[src/rtl/booth_mult_seq_if.sv]
// Operand/result bundle of the sequential Booth multiplier.
// The master drives the request and operands; the slave (the multiplier) returns status and the product.
interface booth_mult_seq_if #(
  parameter int WIDTH = 32
);
  logic               start;
  logic               signed_mode;
  logic [WIDTH-1:0]   multiplicand;
  logic [WIDTH-1:0]   multiplier;
  logic               busy;
  logic               done;
  logic [2*WIDTH-1:0] product;

  modport master (
    output start, signed_mode, multiplicand, multiplier,
    input  busy, done, product
  );

  modport slave (
    input  start, signed_mode, multiplicand, multiplier,
    output busy, done, product
  );
endinterface

[src/rtl/booth_mult_seq.sv]
// Sequential radix-2 Booth multiplier: one Booth step per cycle on operands extended by one bit,
// so the same signed datapath also serves unsigned multiplies. Fixed latency of WIDTH+1 cycles.
module booth_mult_seq #(
  parameter int WIDTH = 32
) (
  input  logic             clk,
  input  logic             rst,
  booth_mult_seq_if.slave  bus
);

  localparam int N     = WIDTH + 1;
  localparam int CNT_W = $clog2(WIDTH + 2);
  localparam logic [CNT_W-1:0] CNT_INIT = CNT_W'(N);
  localparam logic [CNT_W-1:0] CNT_LAST = CNT_W'(1);

  typedef enum logic [1:0] {IDLE, CALC, DONE} state_t;

  state_t                    state_q, state_d;
  logic signed [N-1:0]       a_q, a_d;
  logic signed [N-1:0]       m_q, m_d;
  logic        [N-1:0]       q_q, q_d;
  logic                      q1_q, q1_d;
  logic        [CNT_W-1:0]   cnt_q, cnt_d;
  logic        [2*WIDTH-1:0] prod_q, prod_d;

  logic signed [N-1:0]       sum;
  logic        [2*N:0]       shifted;

  function automatic logic signed [N-1:0] ext(input logic [WIDTH-1:0] v, input logic sgn);
    return {sgn & v[WIDTH-1], v};
  endfunction

  function automatic logic signed [N-1:0] booth_add(input logic signed [N-1:0] a,
                                                    input logic signed [N-1:0] m,
                                                    input logic [1:0]          pair);
    case (pair)
      2'b01:   return a + m;
      2'b10:   return a - m;
      default: return a;
    endcase
  endfunction

  always_comb begin
    state_d = state_q;
    a_d     = a_q;
    m_d     = m_q;
    q_d     = q_q;
    q1_d    = q1_q;
    cnt_d   = cnt_q;
    prod_d  = prod_q;
    sum     = a_q;
    shifted = '0;
    unique case (state_q)
      IDLE: begin
        if (bus.start) begin
          m_d     = ext(bus.multiplicand, bus.signed_mode);
          q_d     = ext(bus.multiplier, bus.signed_mode);
          a_d     = '0;
          q1_d    = 1'b0;
          cnt_d   = CNT_INIT;
          state_d = CALC;
        end
      end
      CALC: begin
        sum     = booth_add(a_q, m_q, {q_q[0], q1_q});
        // Replicating sum's MSB in front and dropping the old Q-1 is the arithmetic shift of {A,Q,Q-1}.
        shifted = {sum[N-1], sum, q_q};
        a_d     = shifted[2*N:N+1];
        q_d     = shifted[N:1];
        q1_d    = shifted[0];
        cnt_d   = cnt_q - CNT_LAST;
        if (cnt_q == CNT_LAST) begin
          prod_d  = shifted[2*WIDTH:1];
          state_d = DONE;
        end
      end
      DONE: state_d = IDLE;
      default: state_d = IDLE;
    endcase
  end

  always_ff @(posedge clk) begin
    if (rst) begin
      state_q <= IDLE;
      a_q     <= '0;
      m_q     <= '0;
      q_q     <= '0;
      q1_q    <= 1'b0;
      cnt_q   <= '0;
      prod_q  <= '0;
    end else begin
      state_q <= state_d;
      a_q     <= a_d;
      m_q     <= m_d;
      q_q     <= q_d;
      q1_q    <= q1_d;
      cnt_q   <= cnt_d;
      prod_q  <= prod_d;
    end
  end

  assign bus.busy    = (state_q == CALC);
  assign bus.done    = (state_q == DONE);
  assign bus.product = prod_q;

endmodule

[src/flat_wrapper.sv]
// flat-port wrapper written by rule: the top's interface ports become plain ports
module booth_mult_seq_flat 
#(
  parameter int WIDTH = 32
)
  (clk, rst, bus_start, bus_signed_mode, bus_multiplicand, bus_multiplier, bus_busy, bus_done, bus_product);
  booth_mult_seq_if #(.WIDTH(WIDTH)) bus_i ();
  input  logic clk;
  input  logic rst;
  input wire logic [$bits(bus_i.start)-1:0] bus_start;
  input wire logic [$bits(bus_i.signed_mode)-1:0] bus_signed_mode;
  input wire logic [$bits(bus_i.multiplicand)-1:0] bus_multiplicand;
  input wire logic [$bits(bus_i.multiplier)-1:0] bus_multiplier;
  output wire logic [$bits(bus_i.busy)-1:0] bus_busy;
  output wire logic [$bits(bus_i.done)-1:0] bus_done;
  output wire logic [$bits(bus_i.product)-1:0] bus_product;
  assign bus_i.start = bus_start;
  assign bus_i.signed_mode = bus_signed_mode;
  assign bus_i.multiplicand = bus_multiplicand;
  assign bus_i.multiplier = bus_multiplier;
  assign bus_busy = bus_i.busy;
  assign bus_done = bus_i.done;
  assign bus_product = bus_i.product;
  booth_mult_seq #(.WIDTH(WIDTH)) u_core (.clk(clk), .rst(rst), .bus(bus_i));
endmodule
[config.mk]
export PLATFORM = sky130hd
export DESIGN_NAME = booth_mult_seq_flat
export DESIGN_NICKNAME = d
export VERILOG_FILES = /design/src/rtl/booth_mult_seq_if.sv /design/src/rtl/booth_mult_seq.sv /design/src/flat_wrapper.sv
export SDC_FILE = /design/constraint.sdc
export NUM_CORES = 1
export LEC_CHECK = 0
export CAP_MARGIN = 5
export CORE_ASPECT_RATIO = 0.75
export CORE_MARGIN = 3
export CORE_UTILIZATION = 45
export CTS_CLUSTER_SIZE = 10
export DETAILED_ROUTE_END_ITERATION = 8
export HOLD_SLACK_MARGIN = 0.1
export PLACE_DENSITY = 0.74
export SYNTH_ARGS = -nofsm -noshare
export SYNTH_HDL_FRONTEND = slang
export SYNTH_SLANG_ARGS = --single-unit
[constraint.sdc]
create_clock -name clk -period 4.4 [get_ports clk]
set_clock_uncertainty 0.2 [all_clocks]
set_input_delay 0.66 -clock clk [delete_from_list [all_inputs] [get_ports clk]]
set_output_delay 0.66 -clock clk [all_outputs]
set_load 0.05 [all_outputs]
Word level (Yosys, flattened, before mapping) --
Cells that the tools add are included.
Cells by class: $add $sub $neg 3, equal/unequal tests 7, mux-type cells 12, bitwise operators 2, reduce and logical (&&, ||, !) cells 6
Operators by type and width (count):
- case mux 33 bit (2 select lines) | 3
- 2-to-1 mux 33 bit | 2
- adder 33 bit | 1
- subtractor 33 bit | 1
- case mux 6 bit (2 select lines) | 1
- AND reduction 2 bit | 4
- == test 6 x 1 -> 1 bit, second input constant | 1
- 2-to-1 mux 6 bit | 1
- subtractor 6 x 1 -> 6 bit, second input constant | 1
- == test 2 x 1 -> 1 bit, second input constant | 2
- == test 2 bit, second input constant | 2
- 2-to-1 mux 2 bit | 2
- case mux 2 bit (2 select lines) | 1
- AND 1 bit | 2
- logical NOT 2 bit | 1
- != test 2 x 1 -> 1 bit, second input constant | 1
- != test 2 bit, second input constant | 1
- case mux 1 bit (2 select lines) | 1
- nonzero test 2 bit | 1
- 2-to-1 mux 1 bit | 1
Storage, ports and cells: flip-flop bits (word level) 172, output and inout bits 66

Longest topological paths before layout --
depth in word-level cells 3, depth in mapped cells 19, depth with buffers taken out 18

Least setup slack after synthesis --
No wires, ideal clock.
path kind flip-flop to flip-flop, start point register u_core.m_q[6], end point register u_core.prod_q[55] (netlist: u_core.bus.product[55]), library setup time 0.134 ns, data arrival time 3.513 ns, required time 4.066 ns, setup slack 0.553 ns, stages on the path, launching flop included 17, path buffers 0, period minus slack after synthesis 3.847 ns, cell sequence dfxtp_1 -> nor3_1 -> nor3b_1 -> nand2_1 -> nor3_1 -> a21oi_1 -> xnor2_1 -> ha_1 -> and2_1 -> and3_1 -> a2111oi_0 -> nor3_1 -> o21ba_2 -> o21ai_1 -> xor2_1 -> mux2i_1 -> a211oi_1
On the way: word-level cells in the longest chain between the ends 2
Ends and longest elaborated chain:
- start: declaration | RTL line booth_mult_seq.sv:20 | logic signed [N-1:0] m_q, m_d;
- start signal: assignment | RTL line booth_mult_seq.sv:94 | m_q <= m_d;
- subtractor 33 bit or adder 33 bit (tied branches) | RTL line booth_mult_seq.sv:38, booth_mult_seq.sv:37
- case mux 33 bit (2 select lines) (*) | RTL line booth_mult_seq.sv:36 | case (pair)
- end signal: assignment | RTL line booth_mult_seq.sv:98 | prod_q <= prod_d;
- end: declaration | RTL line booth_mult_seq.sv:24 | logic [2*WIDTH-1:0] prod_q, prod_d;
Every way passes the cells marked *; elsewhere a longest branch is shown, timed or not. A chain may end at the register's enable or synchronous reset.

Worst setup path after layout --
start point register u_core.m_q[2], end point register u_core.a_q[31]
On the way: word-level cells in the longest chain between the ends 3
Ends and longest elaborated chain:
- subtractor 33 bit or adder 33 bit (tied branches) | RTL line booth_mult_seq.sv:38, booth_mult_seq.sv:37
- case mux 33 bit (2 select lines) (*) | RTL line booth_mult_seq.sv:36
- case mux 33 bit (2 select lines) (*) | RTL line booth_mult_seq.sv:53 | unique case (state_q)
- end signal: assignment | RTL line booth_mult_seq.sv:85 | a_q <= '0;
- end signal: assignment | RTL line booth_mult_seq.sv:93 | a_q <= a_d;
- end: declaration | RTL line booth_mult_seq.sv:19 | logic signed [N-1:0] a_q, a_d;
Marked as above.

==> results.yml <==
worst_setup_path:
  signal_arrival_time_at_the_worst_endpoint_ps: 4340
  path_cells: "nor3_1 > nand3_1 > nor2_2 > nand2_1 > nor3_1 > buf_4 > a21oi_1 > xnor2_1 > ha_1 > buf_4 > nand2_1 > nor2_1 > and4_1 > o21ai_0 > a22oi_2 > a311oi_2 > buf_4 > o21ai_0 > nand4_1 > a31oi_1"
  critical_path_slowest_stage_cell: "sky130_fd_sc_hd__dfxtp_1"
  worstSetupEndpointType: "register"
  setup.worst_path.start_class: "register"
  critical_register_to_register_path_startpoint: "u_core.m_q[2]$_SDFFE_PP0P_"
  critPathMostFrequentCell: "sky130_fd_sc_hd__buf_4"
  r2r-end: "u_core.a_q[31]$_SDFFE_PP0P_"
  timing.reg2reg.setup_slack_ps: 220
  worst_path_required_ps: 4560
  ff2ff_path_depth: 20
  worst-path-max-fanout: 5
  worst_setup_path_startpoint: "u_core.m_q[2]$_SDFFE_PP0P_"
  critical-path-max-stage-delay_ps: 380
  setup.worst_path.class: "register to register"
synth:
  synth_nets: 1255
  synth-edff-count: 0
  netlist.top_cell.by_area: "sky130_fd_sc_hd__dfxtp_1"
  ys_types: 67
  post_synth_fa_ha_maj_area_fraction: 0.0531
  synth.yosys.warnings: 0
  synth.top_cells.by_area: "sky130_fd_sc_hd__dfxtp_1 39%, sky130_fd_sc_hd__nand2_1 10%, sky130_fd_sc_hd__a21oi_1 10%"
  synth_most_common_cell: "sky130_fd_sc_hd__nand2_1"
  yosys.area.top_type_share: 0.386
  synth_compound_area_frac: 0.232
  synth_seq_cells: 171
  post_synth_xor_area_fraction: 0.0604
  yosys-top-cells-count: "247 x sky130_fd_sc_hd__nand2_1, 184 x sky130_fd_sc_hd__a21oi_1, 171 x sky130_fd_sc_hd__dfxtp_1"
  postSynth.topFlopCell: "sky130_fd_sc_hd__dfxtp_1"
  seq_area_frac_synth: 0.386
  synthSimpleGateAreaFrac: 0.215
  avgSynthCellArea_um2: 7.71
  async_reset_ff_frac: 0
  synth_top_family_by_area: "compound AO/OA/AOI/OAI gates"
  syn_inst: 1150
  synthesis.area_mm2: 0.00886
  yosys-mux-area-fraction: 0.0114
clock_tree:
  path_clk_slew_ps: 70
  postcts_resize_cnt: 0
  cts.hold.buffers_added: 0
  setup_repair_bufs_after_cts: 0
  worstSkewPairLatency_ps: 430
  tritoncts.num_buffers: 17
  root_buffer: "sky130_fd_sc_hd__clkbuf_16"
  cts_num_sinks: 171
  cts_buffer_depth: 2
  cts_tree: "yes"
  h-tree-depth: 4
hold_path:
  min_delay_worst_endpoint: "u_core.bus.product[18]$_SDFFE_PP0P_"
  min_path_type: "register to register"
  number_of_cells_traversed_by_the_worst_hold_path: 2
  hold_start: "u_core.bus.product[18]$_SDFFE_PP0P_"
sta:
  worstMarginPinSlew_ps: 991
  number_of_endpoints_failing_setup_at_the_final_stage: 0
  max_freq_ghz: 0.239
  hold_violations: 0
  report.final.slew_viol_count: 0
  final.period_utilization: 0.951
  postLayoutSetupSlackWorst_ps: 217
  slew_headroom: 0.337
  final.min_clock_period_ps: 4180
routing:
  antenna_violating_nets_post_route: 0
  wl_per_cell_um: 16.1
  vias: 8510
  drc: 0
  drt_iter0_drc: 774
  drt-pass1-iter-count: 6
  route.detailed.vias_per_inst: 5.62
  finalWirelength_um: 24400
place:
  buffer_ports.inserted: 133
  placement.setup.worst_slack_ps: 115
  place.gp.congestion: 0.923
  dp.final_hpwl_um: 17000
power_and_ir_drop:
  irDropWorstVdd_uv: 268
  finalPower_w: 0.00431
  power_per_cell_area_mw_per_mm2: 389
  leakage_nw: 4.02
finish:
  fill_cells: 1739
  diodes: 0
  area.growth.synth_to_final_pct: 25.1
  drive_gt1_frac: 0.0742
  nNetsFinal: 1358
global_route:
  antenna_found_initial: 0
  globalRoute.totalOverflow: 0
  first_pass_grt_wire_length_um: 39800
  pin_count_of_the_biggest_net_entering_global_routing: 82
  first_global_vias: 7964
  grtUsageTotal: 0.224
floorplanning:
  starting_utilization_of_the_core_area: 0.469
  io-pin-count: 134
  die-area_mm2: 0.0214
  die_w_um: 168
  fp.dieH_um: 128
  core_region_area_mm2: 0.0189
  placement_rows: 43
outcome:
  status: "finished clean"
flow_run:
  cap_viol_max_count: 0
==> stage by stage <==
stage          setup TNS, ps  instances  utilization  hold WS (ps)  cell area, µm²
5_1_grt                 -127       1513        0.587           276           11100
3_5_place_dp               0       1481        0.553           247           10400
4_1_cts                    0       1513        0.585           257           11000
3_3_place_gp               0       1481        0.553           242           10400
2_1_floorplan              0       1150            -           243            8860
6_report                   0       1513        0.587           255           11100
==> layer usage <==
metal | GRT usage | wire length (µm) | share of wire
met2 | 0.347 | 10900 | 0.45
met1 | 0.321 | 11600 | 0.47
met5 | 0 | 0 | 0
met4 | 0.0500 | 387 | 0.016
met3 | 0.0492 | 1530 | 0.063
==> sequential cells by signal, indices dropped and copies added (netlist names) <==
signal              cells
u_core.bus.product     64
u_core.m_q             33
u_core.q_q             33
u_core.a_q             32
u_core.cnt_q            6
u_core.state_q          2
u_core.q1_q             1
==> worst max-delay path by stage <==
stage / end / slack (ps) / cells past startpoint
3_5_place_dp: u_core.bus.product[61]$_SDFFE_PP0P_ / 110 / 16
5_1_grt: u_core.a_q[31]$_SDFFE_PP0P_ / -40 / 17
2_1_floorplan: u_core.bus.product[55]$_SDFFE_PP0P_ / 550 / 16
4_1_cts: u_core.bus.product[61]$_SDFFE_PP0P_ / 90 / 16
6_report: u_core.a_q[31]$_SDFFE_PP0P_ / 220 / 20
3_3_place_gp: u_core.bus.product[61]$_SDFFE_PP0P_ / 200 / 16
==> cell type report <==
cell class	count	area, µm²	area share
clock buffer	17	425	0.0384
timing repair buffer	162	1550	0.140
clock inverter	15	179	0.0161
sequential	171	3420	0.309
inverter	20	75.1	0.00677
multi-input combinational	881	5130	0.463
tap	247	309	0.0279
==> cell usage in the layout, fill, tap and decap left out, types with 5 or more instances in the layout <==
cell                              count
sky130_fd_sc_hd__inv_1               18
sky130_fd_sc_hd__and2_1               5
sky130_fd_sc_hd__nand4_1              6
sky130_fd_sc_hd__mux2i_1              9
sky130_fd_sc_hd__nand2b_1             7
sky130_fd_sc_hd__a211oi_1            18
sky130_fd_sc_hd__buf_4               30
sky130_fd_sc_hd__nand3_1             34
sky130_fd_sc_hd__nand2_1            246
sky130_fd_sc_hd__clkinv_8             5
sky130_fd_sc_hd__a21oi_1            184
sky130_fd_sc_hd__o21ai_1              6
sky130_fd_sc_hd__a31oi_1             13
sky130_fd_sc_hd__a311oi_1             5
sky130_fd_sc_hd__clkbuf_16           17
sky130_fd_sc_hd__ha_1                36
sky130_fd_sc_hd__nor2_1              70
sky130_fd_sc_hd__nor3_1              27
sky130_fd_sc_hd__xor2_1              12
sky130_fd_sc_hd__o21ai_0             24
sky130_fd_sc_hd__and3_1               5
sky130_fd_sc_hd__a22oi_1             32
sky130_fd_sc_hd__a21o_1              14
sky130_fd_sc_hd__clkdlybuf4s50_1    132
sky130_fd_sc_hd__o211ai_1             7
sky130_fd_sc_hd__xnor2_1             46
sky130_fd_sc_hd__dfxtp_1            171
==> critical path: cells and delay by family, from the launching register on <==
family | cells | cell delay, ps
simple gates | 9 | 1500
compound gates | 6 | 1120
buf+inv | 3 | 470
flops | 1 | 380
fa+ha+maj | 1 | 320
xor+xnor | 1 | 130
==> where the power goes <==
part	internal, W	leakage [nW]	total [W]	switching, W
clock	0.000771	0.295	0.00152	0.000746
sequential	0.00163	1.39	0.00170	0.0000753
combinational	0.000439	2.33	0.00110	0.000656
==> cell families after synthesis <==
logic type / after synthesis
and+or+nand+nor: 435
xor gates and xnor gates: 59
muxes: 10
buffers and inverters: 98
AOI/OAI and AO/OA: 340
DFF: 171
adders and majority gates: 37
Note: power is estimated with default switching activity, not from simulation.
